### config.mk
export PLATFORM = sky130hd
export DESIGN_NAME = evolved_circuit_tester
export DESIGN_NICKNAME = d
export VERILOG_FILES = /design/src/rtl/tester_pkg.sv /design/src/rtl/evolved_circuit_tester_sync2.sv /design/src/rtl/evolved_circuit_tester.sv
export SDC_FILE = /design/constraint.sdc
export NUM_CORES = 1
export LEC_CHECK = 0
export CAP_MARGIN = 20
export CELL_PAD_IN_SITES_DETAIL_PLACEMENT = 0
export CELL_PAD_IN_SITES_GLOBAL_PLACEMENT = 1
export CORE_MARGIN = 2
export CORE_UTILIZATION = 43
export DETAILED_ROUTE_END_ITERATION = 6
export GPL_ROUTABILITY_DRIVEN = 1
export PLACE_DENSITY_LB_ADDON = 0.1
export SYNTH_ARGS = -nofsm -noshare
export SYNTH_HDL_FRONTEND = slang
export SYNTH_SLANG_ARGS = --single-unit
### constraint.sdc
create_clock -name clk -period 1.8 [get_ports clk]
set_input_delay 0.27 -clock clk [delete_from_list [all_inputs] [get_ports clk]]
set_output_delay 0.27 -clock clk [all_outputs]
set_load 0.01 [all_outputs]
### src/rtl/tester_pkg.sv
// Shared types for the evolved-circuit tester: sequencer states and the score width helper.
package tester_pkg;

   typedef enum logic [2:0] {IDLE, APPLY, SETTLE, SAMPLE, EVAL, DONE} state_e;

   // Score counts 0..nv inclusive, so it needs one more code than nv vectors.
   function automatic int score_w(input int nv);
      return $clog2(nv + 1);
   endfunction

endpackage

### src/rtl/evolved_circuit_tester_sync2.sv
// Two-flop synchronizer bringing the asynchronous circuit-under-test output into clk.
module sync2 (
   input  logic clk,
   input  logic rst_n,
   input  logic d,
   output logic q
);

   logic meta_q;
   logic sync_q;

   always_ff @(posedge clk or negedge rst_n) begin
      if (!rst_n) begin
         meta_q <= 1'b0;
         sync_q <= 1'b0;
      end else begin
         meta_q <= d;
         sync_q <= meta_q;
      end
   end

   assign q = sync_q;

endmodule

### src/rtl/evolved_circuit_tester.sv
// Test sequencer for evolved LCELL circuits: walks every input vector, lets the output settle,
// samples it repeatedly and scores correctness and stability against a target truth table.
module evolved_circuit_tester
   import tester_pkg::*;
#(
   parameter int                          NUM_INPUTS    = 2,
   parameter logic [(1<<NUM_INPUTS)-1:0]  EXPECTED      = 4'b0110,
   parameter int                          SETTLE_CYCLES = 16,
   parameter int                          SAMPLES       = 8
) (
   input  logic                                 clk,
   input  logic                                 rst_n,
   input  logic                                 start,
   output logic [NUM_INPUTS-1:0]                dut_in,
   input  logic                                 dut_out,
   output logic                                 busy,
   output logic                                 done,
   output logic                                 pass,
   output logic [(1<<NUM_INPUTS)-1:0]           fail_vec,
   output logic [(1<<NUM_INPUTS)-1:0]           unstable_vec,
   output logic [score_w(1<<NUM_INPUTS)-1:0]    score
);

   localparam int NV  = 1 << NUM_INPUTS;
   localparam int SCW = score_w(NV);
   localparam int STW = $clog2(SETTLE_CYCLES);
   localparam int SMW = $clog2(SAMPLES);
   localparam logic [STW-1:0]        SETTLE_LOAD = STW'(SETTLE_CYCLES - 1);
   localparam logic [SMW-1:0]        SAMP_LOAD   = SMW'(SAMPLES - 1);
   localparam logic [NUM_INPUTS-1:0] VEC_LAST    = NUM_INPUTS'(NV - 1);
   localparam logic [SCW-1:0]        SCORE_FULL  = SCW'(NV);

   state_e                  state_q, state_d;
   logic [NUM_INPUTS-1:0]   vec_q, vec_d;
   logic [NUM_INPUTS-1:0]   dut_in_q, dut_in_d;
   logic [STW-1:0]          settle_q, settle_d;
   logic [SMW-1:0]          samp_q, samp_d;
   logic                    ref_q, ref_d;
   logic                    unstab_q, unstab_d;
   logic                    busy_q, busy_d;
   logic                    done_q, done_d;
   logic                    pass_q, pass_d;
   logic [NV-1:0]           fail_q, fail_d;
   logic [NV-1:0]           uvec_q, uvec_d;
   logic [SCW-1:0]          score_q, score_d;
   logic                    sync_out;
   logic                    good;

   sync2 u_sync (
      .clk   (clk),
      .rst_n (rst_n),
      .d     (dut_out),
      .q     (sync_out)
   );

   always_comb begin
      state_d  = state_q;
      vec_d    = vec_q;
      dut_in_d = dut_in_q;
      settle_d = settle_q;
      samp_d   = samp_q;
      ref_d    = ref_q;
      unstab_d = unstab_q;
      done_d   = 1'b0;
      pass_d   = pass_q;
      fail_d   = fail_q;
      uvec_d   = uvec_q;
      score_d  = score_q;
      good     = 1'b0;
      case (state_q)
         IDLE: begin
            if (start) begin
               fail_d  = '0;
               uvec_d  = '0;
               score_d = '0;
               pass_d  = 1'b0;
               vec_d   = '0;
               state_d = APPLY;
            end
         end
         APPLY: begin
            dut_in_d = vec_q;
            settle_d = SETTLE_LOAD;
            unstab_d = 1'b0;
            state_d  = SETTLE;
         end
         SETTLE: begin
            if (settle_q == '0) begin
               samp_d  = SAMP_LOAD;
               state_d = SAMPLE;
            end else begin
               settle_d = settle_q - 1'b1;
            end
         end
         SAMPLE: begin
            // The first sample of the window is the reference every later one must match.
            if (samp_q == SAMP_LOAD) begin
               ref_d = sync_out;
            end else if (sync_out != ref_q) begin
               unstab_d = 1'b1;
            end
            if (samp_q == '0) begin
               state_d = EVAL;
            end else begin
               samp_d = samp_q - 1'b1;
            end
         end
         EVAL: begin
            good           = (ref_q == EXPECTED[vec_q]) && !unstab_q;
            fail_d[vec_q]  = !good;
            uvec_d[vec_q]  = unstab_q;
            if (good) begin
               score_d = score_q + 1'b1;
            end
            if (vec_q == VEC_LAST) begin
               state_d = DONE;
            end else begin
               vec_d   = vec_q + 1'b1;
               state_d = APPLY;
            end
         end
         DONE: begin
            done_d  = 1'b1;
            pass_d  = (score_q == SCORE_FULL);
            state_d = IDLE;
         end
         default: state_d = IDLE;
      endcase
      busy_d = (state_d != IDLE);
   end

   always_ff @(posedge clk or negedge rst_n) begin
      if (!rst_n) begin
         state_q  <= IDLE;
         vec_q    <= '0;
         dut_in_q <= '0;
         settle_q <= '0;
         samp_q   <= '0;
         ref_q    <= 1'b0;
         unstab_q <= 1'b0;
         busy_q   <= 1'b0;
         done_q   <= 1'b0;
         pass_q   <= 1'b0;
         fail_q   <= '0;
         uvec_q   <= '0;
         score_q  <= '0;
      end else begin
         state_q  <= state_d;
         vec_q    <= vec_d;
         dut_in_q <= dut_in_d;
         settle_q <= settle_d;
         samp_q   <= samp_d;
         ref_q    <= ref_d;
         unstab_q <= unstab_d;
         busy_q   <= busy_d;
         done_q   <= done_d;
         pass_q   <= pass_d;
         fail_q   <= fail_d;
         uvec_q   <= uvec_d;
         score_q  <= score_d;
      end
   end

   assign dut_in       = dut_in_q;
   assign busy         = busy_q;
   assign done         = done_q;
   assign pass         = pass_q;
   assign fail_vec     = fail_q;
   assign unstable_vec = uvec_q;
   assign score        = score_q;

endmodule

==> out/metrics.csv <==
metric;value;unit
Vias;1138;
share of layout cells above drive strength 1;16.7;%
FF+latch count, synth;32;
Final ANT Viol Nets;0;
Non-Filler Instances;228;
crit-path max FO;13;
clock-pin slew on the worst setup and hold paths;70;ps
DRC;0;
Synth Instances;151;
Initial Util;44.9;%
synth top area cells;dfrtp_1, ha_1, mux2i_1;
first-pass GRT wire length;5.09;mm
Startpoint Class;flop;
Mean Syn Cell Area;11.0;µm²
Slew Limit Fails;0;
number of I/O pins;20;
clk root buf;clkbuf_8;
CTS buffer count;5;
gp weighted congestion;0.780;
Layout area overhead;21.5;%
hold slack;348;ps
Hold WC Path Type;flop to flop;
Critical Path End Type;flop;
most frequent cells in the layout;dfrtp_1, nand2_1, clkdlybuf4s50_1, inv_1, mux2i_1;
First DRT Iteration DRCs;42;
postcts setup bufs;0;
GRT overflow;0;
mapped cell area;1660;µm²
initial antenna violation count;0;
dpl hpwl;2.05;mm
Min Clock Period, post-route;1600;ps
Vias/cell;4.99;
Yosys top cell area share;48.3;%
final hold violation count;0;
GRT Util Overall;15.4;%
final wirelength;2.81;mm
sequential share of the synthesized area;48.3;%
worst setup path class;flop to flop;
vias in the first global route;1158;
# clock sinks;32;
Chip Height;66.1;µm
wire per inst;12.3;µm
Leakage;0.903;nW
H-Tree Depth;2;
Main synth FF type;dfrtp_1;
worst clock skew;3.00;ps
Core ar.;3690;µm²
area leader, netlist;dfrtp_1;
endpoints failing setup;0;
total die area;4370;µm²
Net Count, Synth;165;
FMAX;627;MHz
PortBufs;19;
Initial DRT Pass Iterations;4;
commonest non-fill, non-tap cell in the layout;dfrtp_1;
pin count of the biggest net entering global routing;33;
number of max-cap violations;0;
clk_lat worst skew;280;ps
DP Cell Count;220;
period utilization;88.7;%
cell row count;22;
TNS Setup;0;ps
Tot Pwr;2.75;mW
post-CTS sizing;0;
status;finished clean;
R2R Setup Slk;200;ps
# hold bufs at CTS;0;
Die W;66.1;µm
CTS tree;yes;
Cell variety after synth;41;
Peak VDD IR;775;µV
RSZ-0062 raised after global routing;no;
Rel. slew slack;67.6;%
n_diodes;0;
CTS max path bufs;2;
Ys Warns;0;
ys async rst share;100;%
nets;193;
Cell Pwr Density;1370;nW/µm²
pin slew with the least headroom to its limit;485;ps
CP Data Required Time;1960;ps
number of synthesized flops with an enable pin;0;
CP arrival;1760;ps
==> kinds of logic (layout without fill, tap and decap cells) <==
| kind of cell | after synthesis | after routing | share of synthesized area [%] |
|---|---|---|---|
| buffers and inverters | 16 | 45 | 4.83 |
| AND/OR/NAND/NOR | 58 | 58 | 21.9 |
| multiplexers | 15 | 15 | 9.58 |
| adder cells (fa/ha/maj) | 10 | 10 | 7.55 |
| XOR/XNOR | 2 | 2 | 1.06 |
| flip-flops | 32 | 32 | 48.3 |
| AO/OA/AOI/OAI | 18 | 18 | 6.79 |
==> routing by layer <==
layer	vias to the layer above	track usage, %	part of all wire (%)
li1	572	-	-
met1	549	17.8	47
met2	17	27.0	50
met3	0	5.11	3.6
met4	0	4.59	0
met5	-	0	0
==> Yosys cell counts (2+ instances only) <==
| cell | number |
|---|---|
| o21ai_1 | 3 |
| nor2_1 | 8 |
| nand2_1 | 20 |
| inv_1 | 11 |
| nand3_1 | 7 |
| o21ai_0 | 6 |
| buf_6 | 2 |
| nand2b_1 | 2 |
| mux2i_1 | 11 |
| dfrtp_1 | 32 |
| nor3_1 | 2 |
| nor3b_4 | 3 |
| xor2_1 | 2 |
| a21oi_1 | 2 |
| and2_1 | 3 |
| ha_1 | 10 |
| mux2_2 | 3 |
==> per-stage QoR <==
stage	cell area [µm²]	worst slack, ps	util [%]
6_report	2010	204	54.6
5_1_grt	2010	95.5	54.6
4_1_cts	2010	191	54.6
3_5_place_dp	1920	94.9	52.1
3_3_place_gp	1920	123	52.1
2_1_floorplan	1660	304	-
==> where the power goes <==
part | total, mW | leakage, nW | internal [mW] | switching [mW]
Combinational | 1.02 | 0.448 | 0.541 | 0.478
Clock | 0.564 | 0.0510 | 0.305 | 0.259
Sequential | 1.17 | 0.404 | 0.928 | 0.243
Total | 2.75 | 0.903 | 1.77 | 0.980
==> critical path, cell delays in order, from the launching register on <==
cell and delay (ps):
dfrtp_1 550, or4b_4 680, or2b_1 190, mux2i_1 60
==> area by class of cell <==
cell class,instances,area (µm²)
inverter,11,41.3
fill,336,1670
multi-input combinational,103,777
tap,48,60.1
clock buffer,6,82.6
sequential,32,801
clock inverter,2,10.0
timing repair buffer,26,243
==> worst paths after layout <==
kind	startpoint	endpoint	depth (start not counted)
setup / recovery	state_q[0]$_DFF_PN0_	score[2]$_DFFE_PN0P_	3
hold / removal	u_sync.meta_q$_DFF_PN0_	u_sync.q$_DFF_PN0_	0
setup reg to reg	state_q[0]$_DFF_PN0_	score[2]$_DFFE_PN0P_	3
hold reg to reg	u_sync.meta_q$_DFF_PN0_	u_sync.q$_DFF_PN0_	0
max in group asynchronous	rst_n	score[0]$_DFFE_PN0P_	2
min in group asynchronous	rst_n	pass$_DFFE_PN0P_	2
==> registers in the layout, indices dropped and copies added, names as in the netlist <==
register	flops
done	1
unstable_vec	4
unstab_q	1
vec_q	2
state_q	3
u_sync.q	1
samp_q	3
score	3
settle_q	4
ref_q	1
busy	1
pass	1
fail_vec	4
dut_in	2
u_sync.meta_q	1
(Power assumes the default switching activity.)
==> RTL edit: new RTL, same settings <==
Make the reset (`rst_n`) synchronous in 2 clocked blocks. Comments in the files are not updated.
--- a/src/rtl/evolved_circuit_tester_sync2.sv
+++ b/src/rtl/evolved_circuit_tester_sync2.sv
@@ -11,3 +11,3 @@
 
-   always_ff @(posedge clk or negedge rst_n) begin
+   always_ff @(posedge clk) begin
       if (!rst_n) begin
--- a/src/rtl/evolved_circuit_tester.sv
+++ b/src/rtl/evolved_circuit_tester.sv
@@ -131,3 +131,3 @@
 
-   always_ff @(posedge clk or negedge rst_n) begin
+   always_ff @(posedge clk) begin
       if (!rst_n) begin
Check against the original RTL: differs if rst_n is asserted again (counterexample within 4 cycles, from zero or initial values and one cycle with rst_n low); with rst_n held inactive, the same outputs for 10 cycles.
==> RTL edit against the original RTL <==
Setup slack worse by 20 ps; routed wire length is 17% higher; highest routed layer is now met4; die area fell by 3.3%; sequential cell count is the same; worst hold slack improved by 100 ps; global-route usage increased by 2.6 points; area after synthesis is 3.5% lower; final area is 2.4% lower.
Power is not compared: it rests on default switching activity, and its combinational part moved more than twofold at a synthesized area within 25%.
==> RTL edit: results (changes against the original RTL) <==
- Status: completed
- Post-DR wirelength/cell: 13.3 um (+8.3%)
- Worst EP arrival: 1780 ps (+20 ps)
- Register area: 641 sq um (-20%)
- Xor/xnor cell area share of the yosys netlist: 0.0164 (+0.00587)
- Primary FF master, synth: dfxtp_1
- Share of post-route cells with drive strength above 1: 0.116 (-0.0511)
- Crit Path Max Fanout: 6 (-7)
- Yosys cell types: 46 (+12%)
- All-Layer GR Usage: 0.181 (+0.0264)
- Top post-synthesis cells by area: dfxtp_1 (40%), ha_1 (7.8%), a21oi_1 (5.0%), nand3_1 (4.4%), mux2i_1 (2.5%)
- Synth Area in Adders: 0.0782 (+0.00278)
- Multi-input gate count: 120 (+17%)
- GR Util met1: 0.235 (+0.0570)
- Synth top cells by count: dfxtp_1 (32), a21oi_1 (16), nand3_1 (14), ha_1 (10), inv_1 (10)
- Register area share after synthesis: 0.401 (-0.0824)
- Vias in the first global route: 1292 (+12%)
- CP peak stage delay: 420 ps (-260 ps)
- Post-layout net count: 213 (+10%)
- Clk cell area share: 0.0490 (+0.00305)
- First-pass GRT wire length: 5.91 mm (+16%)
- CLK BUF: 7 (+1)
- Starting DRT DRC Count: 58 (+38%)
- Fraction of registers with async set/reset: 0 (-1.00)
- Multi-input combinational area share: 0.439 (+0.0529)
- GRT met2 Usage: 0.276 (+0.00577)
- Crit path max-delay family: compound AO/OA/AOI/OAI gates
- Layout Skew: 3.22 ps (+0.219 ps)
[RTL edit: path summary, 6_finish.rpt]
check | depth (start not counted) | slack [ps] | from | to
setup / recovery | 5 | 180 | vec_q[0]$_SDFFE_PN0P_ | score[1]$_SDFFE_PN0P_
hold / removal | 1 | 450 | u_sync.meta_q$_SDFF_PN0_ | u_sync.q$_SDFF_PN0_
setup reg to reg | 5 | 180 | vec_q[0]$_SDFFE_PN0P_ | score[1]$_SDFFE_PN0P_
hold reg to reg | 1 | 450 | u_sync.meta_q$_SDFF_PN0_ | u_sync.q$_SDFF_PN0_
[RTL edit: through the flow]
stage          power, mW  worst slack [ps]  cells
6_report            1.66               184    247
5_1_grt             1.76              23.6    247
4_1_cts             1.68               151    247
3_5_place_dp        1.09              89.7    240
3_3_place_gp        1.08               120    240
2_1_floorplan       1.01               296    171
[RTL edit: repair_timing]
item,in CTS,in global routing
resized for setup,0,1
setup endpoints to repair,0,1
setup buffers,0,0
